### config.mk
export PLATFORM = sky130hd
export DESIGN_NAME = clock_system
export DESIGN_NICKNAME = d
export VERILOG_FILES = /design/src/rtl/clock_system.sv
export SDC_FILE = /design/constraint.sdc
export NUM_CORES = 1
export LEC_CHECK = 0
export CAP_MARGIN = 10
export CORE_ASPECT_RATIO = 1.5
export CORE_MARGIN = 5
export CORE_UTILIZATION = 45
export DETAILED_ROUTE_END_ITERATION = 8
export GPL_TIMING_DRIVEN = 1
export HOLD_SLACK_MARGIN = 0.1
export RECOVER_POWER = 50
export SETUP_SLACK_MARGIN = 0.1
export SYNTH_ARGS = -nofsm -noshare
export SYNTH_HDL_FRONTEND = slang
export SYNTH_SLANG_ARGS = --single-unit
### constraint.sdc
create_clock -name clk_50m -period 9.5 [get_ports clk_50m]
set_input_delay 1.9 -clock clk_50m [delete_from_list [all_inputs] [get_ports clk_50m]]
set_output_delay 1.9 -clock clk_50m [all_outputs]
set_load 0.01 [all_outputs]
### src/rtl/clock_system.sv
// 24-hour clock with alarm, manual time/alarm setting, 12/24-hour BCD outputs
// and a registered 8-digit multiplexed seven-segment scan.
module clock_system #(
  parameter int CLK_DIV  = 50_000_000,
  parameter int FAST_DIV = 50_000,
  parameter int SET_DIV  = 12_500_000,
  parameter int SCAN_DIV = 50_000
) (
  input  logic       clk_50m,
  input  logic       cr,
  input  logic       en,
  input  logic [1:0] clock_set_select,
  input  logic [1:0] alarm_set_select,
  input  logic       alarm_en,
  input  logic       ratio_en,
  input  logic       confirm,
  input  logic       day_set,
  output logic       alarm,
  output logic       is_pm,
  output logic [6:0] seg,
  output logic [7:0] pos,
  output logic [7:0] output_hour_day,
  output logic [7:0] output_minute,
  output logic [7:0] output_second
);
  localparam int PW = $clog2(CLK_DIV > FAST_DIV ? CLK_DIV : FAST_DIV) + 1;
  localparam int SW = $clog2(SET_DIV) + 1;
  localparam int DW = $clog2(SCAN_DIV) + 1;
  localparam logic [PW-1:0] SLOW_TC = PW'(CLK_DIV - 1);
  localparam logic [PW-1:0] FAST_TC = PW'(FAST_DIV - 1);
  localparam logic [SW-1:0] SET_TC  = SW'(SET_DIV - 1);
  localparam logic [DW-1:0] SCAN_TC = DW'(SCAN_DIV - 1);

  logic [PW-1:0] sec_cnt;
  logic [SW-1:0] set_cnt;
  logic [DW-1:0] scan_cnt;
  logic [2:0]    scan_idx, scan_idx_next;
  logic [4:0]    hour, hour_next, alarm_hour, alarm_hour_next, hour_12;
  logic [5:0]    minute, minute_next, second, second_next;
  logic [5:0]    alarm_minute, alarm_minute_next;
  logic [7:0]    disp_h, disp_m, disp_s;
  logic [3:0]    digit;
  logic [6:0]    seg_next;
  logic          sec_tick, set_tick, scan_step, run_mode, alarm_view;

  function automatic logic [7:0] to_bcd(input logic [5:0] v);
    return {4'(v / 6'd10), 4'(v % 6'd10)};
  endfunction

  // ">=" rather than "==" so a switch to the shorter divider cannot overrun
  assign sec_tick      = sec_cnt >= (ratio_en ? FAST_TC : SLOW_TC);
  assign set_tick      = set_cnt == SET_TC;
  assign scan_step     = scan_cnt == SCAN_TC;
  assign run_mode      = clock_set_select == 2'b00;
  assign alarm_view    = run_mode && (alarm_set_select != 2'b00);
  assign scan_idx_next = scan_step ? scan_idx + 3'd1 : scan_idx;

  always_comb begin
    hour_next         = hour;
    minute_next       = minute;
    second_next       = second;
    alarm_hour_next   = alarm_hour;
    alarm_minute_next = alarm_minute;
    if (run_mode) begin
      if (en && sec_tick) begin
        if (second == 6'd59) begin
          second_next = 6'd0;
          if (minute == 6'd59) begin
            minute_next = 6'd0;
            hour_next   = (hour == 5'd23) ? 5'd0 : hour + 5'd1;
          end else begin
            minute_next = minute + 6'd1;
          end
        end else begin
          second_next = second + 6'd1;
        end
      end
      case (alarm_set_select)
        2'b01: if (set_tick && confirm)
                 alarm_hour_next = (alarm_hour == 5'd23) ? 5'd0 : alarm_hour + 5'd1;
        2'b10: if (set_tick && confirm)
                 alarm_minute_next = (alarm_minute == 6'd59) ? 6'd0 : alarm_minute + 6'd1;
        2'b11: begin
          alarm_hour_next   = 5'd0;
          alarm_minute_next = 6'd0;
        end
        default: ;
      endcase
    end else if (set_tick && confirm) begin
      case (clock_set_select)
        2'b01:   hour_next   = (hour == 5'd23) ? 5'd0 : hour + 5'd1;
        2'b10:   minute_next = (minute == 6'd59) ? 6'd0 : minute + 6'd1;
        default: second_next = (second == 6'd59) ? 6'd0 : second + 6'd1;
      endcase
    end
  end

  always_comb begin
    if (hour == 5'd0)       hour_12 = 5'd12;
    else if (hour > 5'd12)  hour_12 = hour - 5'd12;
    else                    hour_12 = hour;
  end

  assign output_hour_day = to_bcd({1'b0, day_set ? hour : hour_12});
  assign output_minute   = to_bcd(minute);
  assign output_second   = to_bcd(second);
  assign is_pm           = hour >= 5'd12;
  assign alarm           = alarm_en && (hour == alarm_hour) && (minute == alarm_minute);

  assign disp_h = alarm_view ? to_bcd({1'b0, alarm_hour}) : output_hour_day;
  assign disp_m = alarm_view ? to_bcd(alarm_minute) : output_minute;
  assign disp_s = alarm_view ? 8'h00 : output_second;

  // Digit code 4'hA stands for the dash separator.
  always_comb begin
    case (scan_idx_next)
      3'd0:    digit = disp_h[7:4];
      3'd1:    digit = disp_h[3:0];
      3'd3:    digit = disp_m[7:4];
      3'd4:    digit = disp_m[3:0];
      3'd6:    digit = disp_s[7:4];
      3'd7:    digit = disp_s[3:0];
      default: digit = 4'hA;
    endcase
  end

  always_comb begin
    case (digit)
      4'd0:    seg_next = 7'b1000000;
      4'd1:    seg_next = 7'b1111001;
      4'd2:    seg_next = 7'b0100100;
      4'd3:    seg_next = 7'b0110000;
      4'd4:    seg_next = 7'b0011001;
      4'd5:    seg_next = 7'b0010010;
      4'd6:    seg_next = 7'b0000010;
      4'd7:    seg_next = 7'b1111000;
      4'd8:    seg_next = 7'b0000000;
      4'd9:    seg_next = 7'b0010000;
      default: seg_next = 7'b0111111;
    endcase
  end

  always_ff @(posedge clk_50m or negedge cr) begin
    if (!cr) begin
      sec_cnt      <= '0;
      set_cnt      <= '0;
      scan_cnt     <= '0;
      scan_idx     <= 3'd0;
      hour         <= 5'd0;
      minute       <= 6'd0;
      second       <= 6'd0;
      alarm_hour   <= 5'd7;
      alarm_minute <= 6'd0;
      pos          <= 8'b0111_1111;
      seg          <= 7'b1000000;
    end else begin
      sec_cnt      <= sec_tick ? '0 : sec_cnt + PW'(1);
      set_cnt      <= set_tick ? '0 : set_cnt + SW'(1);
      scan_cnt     <= scan_step ? '0 : scan_cnt + DW'(1);
      scan_idx     <= scan_idx_next;
      hour         <= hour_next;
      minute       <= minute_next;
      second       <= second_next;
      alarm_hour   <= alarm_hour_next;
      alarm_minute <= alarm_minute_next;
      pos          <= ~(8'h80 >> scan_idx_next);
      seg          <= seg_next;
    end
  end
endmodule

== Yosys cells after proc, flatten, opt, wreduce, memory -nomap -nowiden ==
Memories as Yosys holds them, arrays and structs flattened. A register that Yosys moved wholly into a read port is not among the register bits.
Index checks and enable logic that the tools add are counted.
Storage, ports and cells
  output and inout bits: 41
  register bits after elaboration: 108
  logic and storage cells: 118
  bits in read-only memories: 112
  memories kept: 1
  input port bits: 11
Cells by class
  shift-type cells: 1
  equal/unequal tests: 25
  add/subtract/negate cells: 10
  bitwise logic cells: 1
  mux-type cells: 36
  $lt $le $gt $ge: 3
  div/mod/pow operators: 10
  reductions and logical operators: 21
Memory list
  (no name shown): depth 16, width 7, read ports 1, clocked after Yosys merged registers in 1, write ports 0, RTL line 128  | case (digit)
Operators by type and width (number)
  2-to-1 mux 6 bit: 13
  2-to-1 mux 5 bit: 12
  adder 27 x 1 -> 27 bit, second input constant: 1
  >= comparator 27 x 26 -> 1 bit: 1
  2-to-1 mux 27 bit: 1
  2-to-1 mux 26 bit: 1
  adder 25 x 1 -> 25 bit, second input constant: 1
  == test 25 x 24 -> 1 bit, second input constant: 1
  2-to-1 mux 25 bit: 1
  2-to-1 mux 8 bit: 3
  case mux 4 bit (6 select lines): 1
  adder 6 x 1 -> 6 bit, second input constant: 3
  divider 6 x 4 -> 6 bit, second input constant: 3
  == test 6 bit, second input constant: 3
  modulo 6 x 4 -> 6 bit, second input constant: 3
  adder 17 x 1 -> 17 bit, second input constant: 1
  == test 17 x 16 -> 1 bit, second input constant: 1
  2-to-1 mux 17 bit: 1
  divider 5 x 4 -> 6 bit, second input constant: 2
  modulo 5 x 4 -> 6 bit, second input constant: 2
  case mux 6 bit (2 select lines): 1
  nonzero test 2 bit: 6
  adder 5 x 1 -> 5 bit, second input constant: 2
  == test 5 bit, second input constant: 2
  other kinds (26): 41

== Logic depth before layout (Yosys ltp) ==
Gate-level depths: netlist of run 1.
  word-level depth: 7
  gate-level depth with buffers: 18
  depth with buffers taken out: 16

== Worst setup path before layout of run 1 ==
Ideal clock, no wire load.
  kind: input port to output port
  start point: input day_set
  end point: output output_hour_day[2]
  stages on the path: 7
  setup slack: 3.968 ns
  arrival: 3.632 ns
  buffers on the path: 0
  required time: 7.600 ns
  cells stage by stage: a211o_1 -> o31ai_1 -> nor2_1 -> a21oi_1 -> ha_1 -> a311o_1 -> o211ai_1
On the way
  cells in the longest elaborated chain, start to end: 2
Ends and longest elaborated chain
  from (decl): RTL line 17  | input logic day_set,
  2-to-1 mux 5 bit: RTL line 104  | assign output_hour_day = to_bcd({1'b0, day_set ? hour : hour_12});
  modulo 5 x 4 -> 6 bit: RTL line 47  | return {4'(v / 6'd10), 4'(v % 6'd10)};
  to (decl): RTL line 22  | output logic [7:0] output_hour_day,
No other way between the ends.

== Worst setup path in the final report of run 1 ==
  start point: input day_set
  end point: output output_hour_day[3]
Same word-level chain as after synthesis.

==> results.cfg, run 1 <==
[placed_design]
dp_slack_ns = 2.549
place_hpwl_um = 14780
place_congestion = 0.8677
io_buffer_count = 47
placed_area_um2 = 8890

[die]
start_util_pct = 46.06
die_w_um = 120.9
die_h_um = 176.3
io_pins = 52
rows = 60
core_area_um2 = 18020
die_area_um2 = 21320

[job]
cap_violations = 2

[sta]
setup-violations-final = 0
fin_worst_skew_ns = 0.007765
final-hold-violation-count = 0
max_slew_margin_pct = -110.4
fmax_mhz = 142.0
tightest_slew_ns = 3.156
hold_ws_ns = 0.4626
rsz0062_at_grt = false
worst_slack_ns = 2.458
min_period_ns = 7.042
finalCritPeriodShare_pct = 74.12
final.setup.tns_ns = 0
drv_slew = 118

[clock_network]
clk_pin_slew_ns = 0.05
cts_buffer_depth = 2
hold_buffers = 0
cts_root_buf = clkbuf_16
cts_buffers = 17
cts.sinks = 115
clkLatencyLatePin_ns = 0.42
post-cts-setup-buffer-count = 0
cts_resized = 0
tritoncts = built
h-tree-depth = 4

[drt]
firstDrtPassIters = 5
vias = 7110
via_per_inst = 5.771
postRouteAntennaNets = 0
wl_um = 20390
routedWlPerCell_um = 16.55
dr.first_iter.drc_count = 449
drcViolationCount = 0

[logic_synthesis]
synth_cell_types = 81
synth_area_leaders = dfrtp_1 31%, ha_1 8.4%, nor2_1 4.3%
synth_edf_count = 0
netlist_top_cells_count = 104 x dfrtp_1, 96 x nor2_1, 84 x nand2_1
ys.flop_type = dfrtp_1
synth_cells = 972
synth_top_area_share_pct = 31.36
yosys.area.top_type = dfrtp_1
ys_seq_area_share_pct = 34.84
yosys_warnings = 0
async_flop_share_pct = 100.0
ys_seq_elements = 115
syn-cell-area_um2 = 8299
synth_most_common_cell = dfrtp_1
syn_avg_cell_area_um2 = 8.538

[global_routing]
grt_pass1_wl_um = 34220
grt.overflow.total = 0
track_usage_pct = 19.82
antenna_found_initial = 0
grt_max_degree = 61
grt_pass1_vias = 6866

[layout]
area_growth_pct = 14.31
diodes = 0
drive_gt1_share_pct = 6.700
nets = 1069
design_area_um2 = 9487

[worst_setup_path]
critical_path_class = in2out
critical_path.startpoint_type = primary input
worst-path-buf-inv = 2
worstPathArrival_ns = 5.14
cp.required_ns = 7.60
cpPeakStageDelay_ns = 0.77
slowest_stage = o31ai_1
endpoint_kind = output port
crit_path_max_fanout = 9
crit_path_cell_trace = clkdlybuf4s50_1 > a211o_1 > o31ai_1 > nor2_1 > a21oi_1 > ha_1 > nand2_1 > nor4_1 > a41oi_1 > nand3_1 > clkdlybuf4s50_1
cp_common_cell = clkdlybuf4s50_1
crit_family = compound AO/OA/AOI/OAI gates

[power_and_ir_drop]
leakage_nw = 4.034
power.internal_w = 0.0009757
seq_power_share_pct = 39.9
swShare_pct = 26.30
combPwrFrac_pct = 9.9
clockPowerShare_pct = 50.2
ir_worst_vdd_uv = 105.1
powerDensity_nw_per_um2 = 139.6
p_switching_w = 0.0003482

[status]
status = complete, but fails checks
violations = capacitance limit, slew limit

[worst_hold_path]
min_path_type = reg2reg
## final cells by class
class | instances | area [µm²]
inverters | 50 | 187.7
fillers | 1716 | 8531
clock inverters | 14 | 177.7
repair buffers | 52 | 491.7
clock buffers | 18 | 429.2
well taps | 217 | 271.5
flip-flops and latches | 115 | 2892
multi-input cells | 766 | 5037
## power groups by stage
stage	clock, W	sequential [W]	combinational, W
after floorplan	0	0.000524	0.0000958
after global placement	0	0.000537	0.000130
after detailed placement	0	0.000537	0.000130
after CTS	0.000680	0.000529	0.000132
after global routing	0.000702	0.000532	0.000150
final	0.000664	0.000529	0.000131
## per-layer routing
metal  GRT usage (%)  vias up  wire length, µm
li1                -     3544                -
met1           24.40     3406             8855
met2           34.26      131            10380
met3           3.654       29              687
met4           7.467        0              468
met5               0        -                0
## stage by stage
| step | utilization (%) | cells | total power (W) |
|---|---|---|---|
| detailed placement | 49.34 | 1199 | 0.0006674 |
| global route | 52.65 | 1232 | 0.001383 |
| CTS | 52.71 | 1231 | 0.001341 |
| global placement | 49.34 | 1199 | 0.0006673 |
| floorplan | - | 975 | 0.0006198 |
| finish | 52.65 | 1232 | 0.001324 |
## sequential cells by signal, indices dropped and copies added (netlist names)
register / cells
scan_cnt: 17
scan_idx: 3
hour: 5
sec_cnt: 27
pos: 8
second: 6
alarm_hour: 5
alarm_minute: 6
set_cnt: 25
minute: 6
seg: 7
## worst paths after layout
check	startpoint	end	slack (ns)	cells past startpoint
max	day_set	output_hour_day[3]	2.46	11
min	scan_cnt[0]	scan_cnt[0]	0.46	1
max reg2reg	hour[1]	seg[5]	4.97	13
min reg2reg	scan_cnt[0]	scan_cnt[0]	0.46	1
max in group asynchronous	cr	scan_cnt[11]	2.83	2
min in group asynchronous	cr	minute[2]	2.51	1
## layout by cell type, fill, tap and decap left out, types with 5 or more instances in the layout
master,Yosys,final
mux2_2,6,6
clkdlybuf4s50_1,0,45
o211a_1,5,5
o21a_1,10,10
ha_1,56,56
a21boi_0,7,7
o211ai_1,20,20
nand4_1,24,24
nor2b_1,17,17
nor2_1,96,96
a22oi_1,5,5
dfrtp_1,104,104
inv_1,48,49
a31oi_1,7,6
a21o_1,8,8
a211oi_1,6,6
nand2_1,84,84
o21ai_0,66,66
o31ai_1,11,11
a21oi_1,42,42
and3_1,19,19
a211o_1,5,5
xnor2_1,38,38
dfstp_2,11,11
clkinv_4,0,5
nand3_1,39,39
clkbuf_16,0,17
nor4_1,6,6
or3_1,11,11
or2_2,8,8
xor2_1,32,32
nor3_1,16,16
and2_1,11,9
nand2b_1,17,17
o22ai_1,6,6
## worst reg2reg max path: stages, from the launching register on
cell	delay, ns
dfrtp_1	0.57
inv_1	0.15
ha_1	0.28
a211o_1	0.33
o31ai_1	0.77
o21ai_0	0.25
a2111oi_0	0.54
nor3_1	0.18
a211oi_1	0.59
inv_1	0.14
ha_1	0.23
inv_1	0.05
mux2i_1	0.06
mux2_2	0.28
## cells by family after synthesis
group | after synthesis | share of synthesized area, %
AND/OR/NAND/NOR | 382 | 23.58
other | 1 | 0.04519
buffers and inverters | 94 | 4.628
flip-flops | 115 | 34.84
AO/OA/AOI/OAI | 243 | 19.51
multiplexers | 11 | 1.568
adder cells (fa/ha/maj) | 56 | 8.443
XOR/XNOR | 70 | 7.387
(Power assumes the default switching activity.)
==> run 2: changes to the inputs <==
Settings changed: PLACE_DENSITY set to 0.66.
Clock period 9.5 ns to 5.8 ns, I/O delays scaled along.
==> run 2 against run 1 <==
  * Non-clock buffer count increased by 1
  * Utilization rose by 0.11 points
  * Total power increased by 65%
  * Wire length is 2.9% lower
  * Clock skew up 0.0061 ns
  * Die area did not move
  * Via count rose by 0.42%
  * Critical path type unchanged
  * Clock-buffer cell count down 1
  * The run still ends with capacitance limit, slew limit left
  * Worst hold slack lost 0.0058 ns
  * Sequential share of layout area shrank 0.064 points
==> results.cfg, run 2 (same netlist as run 1, synthesis figures left out) <==
[worst_setup_path]
worstPathArrival_ns = 4.05
endpoint_kind = output port
critical_path_class = in2out
cp.required_ns = 4.64
crit_path_max_fanout = 12
critical_path.startpoint_type = primary input

[sta]
rsz0062_at_grt = false
drv_slew = 49
setup-violations-final = 0
finalCritPeriodShare_pct = 89.86
hold_ws_ns = 0.4568
fmax_mhz = 191.9
final-hold-violation-count = 0
tightest_slew_ns = 2.680
min_period_ns = 5.212
fin_worst_skew_ns = 0.01390
max_slew_margin_pct = -78.69
final.setup.tns_ns = 0

[layout]
final_common_cell = dfrtp_1
fin_util_pct = 52.76
largest_reg_flops = 27
nets = 1070
design_area_um2 = 9507
drive_gt1_share_pct = 6.988
fillers = 1695
top_register = sec_cnt
area_growth_pct = 14.55
biggestRegsByFlops = sec_cnt x27, set_cnt x25, scan_cnt x17
diodes = 0
layout_common_cells = 104 x dfrtp_1, 96 x nor2_1, 84 x nand2_1

[power_and_ir_drop]
ir_worst_vdd_uv = 199.7
powerDensity_nw_per_um2 = 230.0
leakage_nw = 4.039

[clock_network]
post-cts-setup-buffer-count = 0
cts.sinks = 115
cts_resized = 0
clk_pin_slew_ns = 0.06
hold_buffers = 0
tritoncts = built
cts_root_buf = clkbuf_16
h-tree-depth = 4
cts_buffers = 17
cts_buffer_depth = 2
clkLatencyLatePin_ns = 0.42

[drt]
drcViolationCount = 0
vias = 7140
met3WireLength_um = 809
routed.top_layer = met4
wl_um = 19800
firstDrtPassIters = 5
routedWlPerCell_um = 16.06
dr.first_iter.drc_count = 688
m1WireLength_um = 8562
via_per_inst = 5.791
postRouteAntennaNets = 0
wl_met2_um = 9829

[worst_hold_path]
min_path_type = reg2reg

[placed_design]
io_buffer_count = 47
placed_area_um2 = 8905
place_hpwl_um = 14450
place_congestion = 0.8832

[die]
die_w_um = 120.9
die_h_um = 176.3
core_area_um2 = 18020
rows = 60
io_pins = 52
die_area_um2 = 21320
start_util_pct = 46.06

[global_routing]
track_usage_pct = 19.25
antenna_found_initial = 0
grt.overflow.total = 0
grt_max_degree = 49
grt_pass1_vias = 6915
grt_pass1_wl_um = 33670

[status]
violations = capacitance limit, slew limit
status = complete, but fails checks

[job]
cap_violations = 1
==> run 2: changes by cell type in the layout (fill, tap and decap cells not counted), sizes merged <==
| cell | change |
|---|---|
| buf | +1 |
| clkbuf | -1 |
| clkdlybuf4s50 | +1 |
| clkinv | -3 |
| clkinvlp | +1 |
| dlygate4sd3 | -1 |
| inv | +3 |
==> run 2: cell type report <==
class,instances,area [µm²],area share [%]
flip-flops and latches,115,2892,30.42
inverters,50,187.7,1.974
clock inverters,15,193.9,2.040
well taps,217,271.5,2.856
clock buffers,17,425.4,4.475
multi-input cells,766,5037,52.99
repair buffers,53,499.2,5.251
==> run 2: critical path, stage by stage <==
cell and delay [ns]:
clkdlybuf4s50_1 0.54, or3b_2 0.51, o311a_1 0.28, nor2_1 0.20, a21oi_1 0.07, ha_1 0.33
a311o_1 0.28, o211ai_1 0.11, clkdlybuf4s50_1 0.58
==> run 2: worst paths after layout <==
path	startpoint	to	slack, ns	depth (start not counted)
max	day_set	output_hour_day[2]	0.59	9
min	scan_cnt[0]	scan_cnt[0]	0.46	1
max reg2reg	hour[1]	seg[5]	1.68	16
min reg2reg	scan_cnt[0]	scan_cnt[0]	0.46	1
max in group asynchronous	cr	set_cnt[2]	1.86	2
min in group asynchronous	cr	alarm_minute[5]	1.60	1
==> run 2: routing by layer <==
layer  up-vias  track usage (%)
li1       3556                -
met3        38            3.429
met1      3383            23.95
met4         0            7.892
met2       163            32.78
met5         -                0
==> run 2: power breakdown <==
| group | switching [W] | internal, W |
|---|---|---|
| Combinational | 0.000122 | 0.0000928 |
| Sequential | 0.0000422 | 0.000825 |
| Clock | 0.000417 | 0.000687 |
==> run 2: through the flow <==
step / total power [W] / setup slack, ns / std cells
after floorplan: 0.001015 / 1.748 / 975
after global placement: 0.001091 / 0.6728 / 1201
after detailed placement: 0.001096 / 0.6322 / 1201
after CTS: 0.002214 / 0.6137 / 1233
after global routing: 0.002280 / 0.4133 / 1233
final: 0.002187 / 0.5879 / 1233
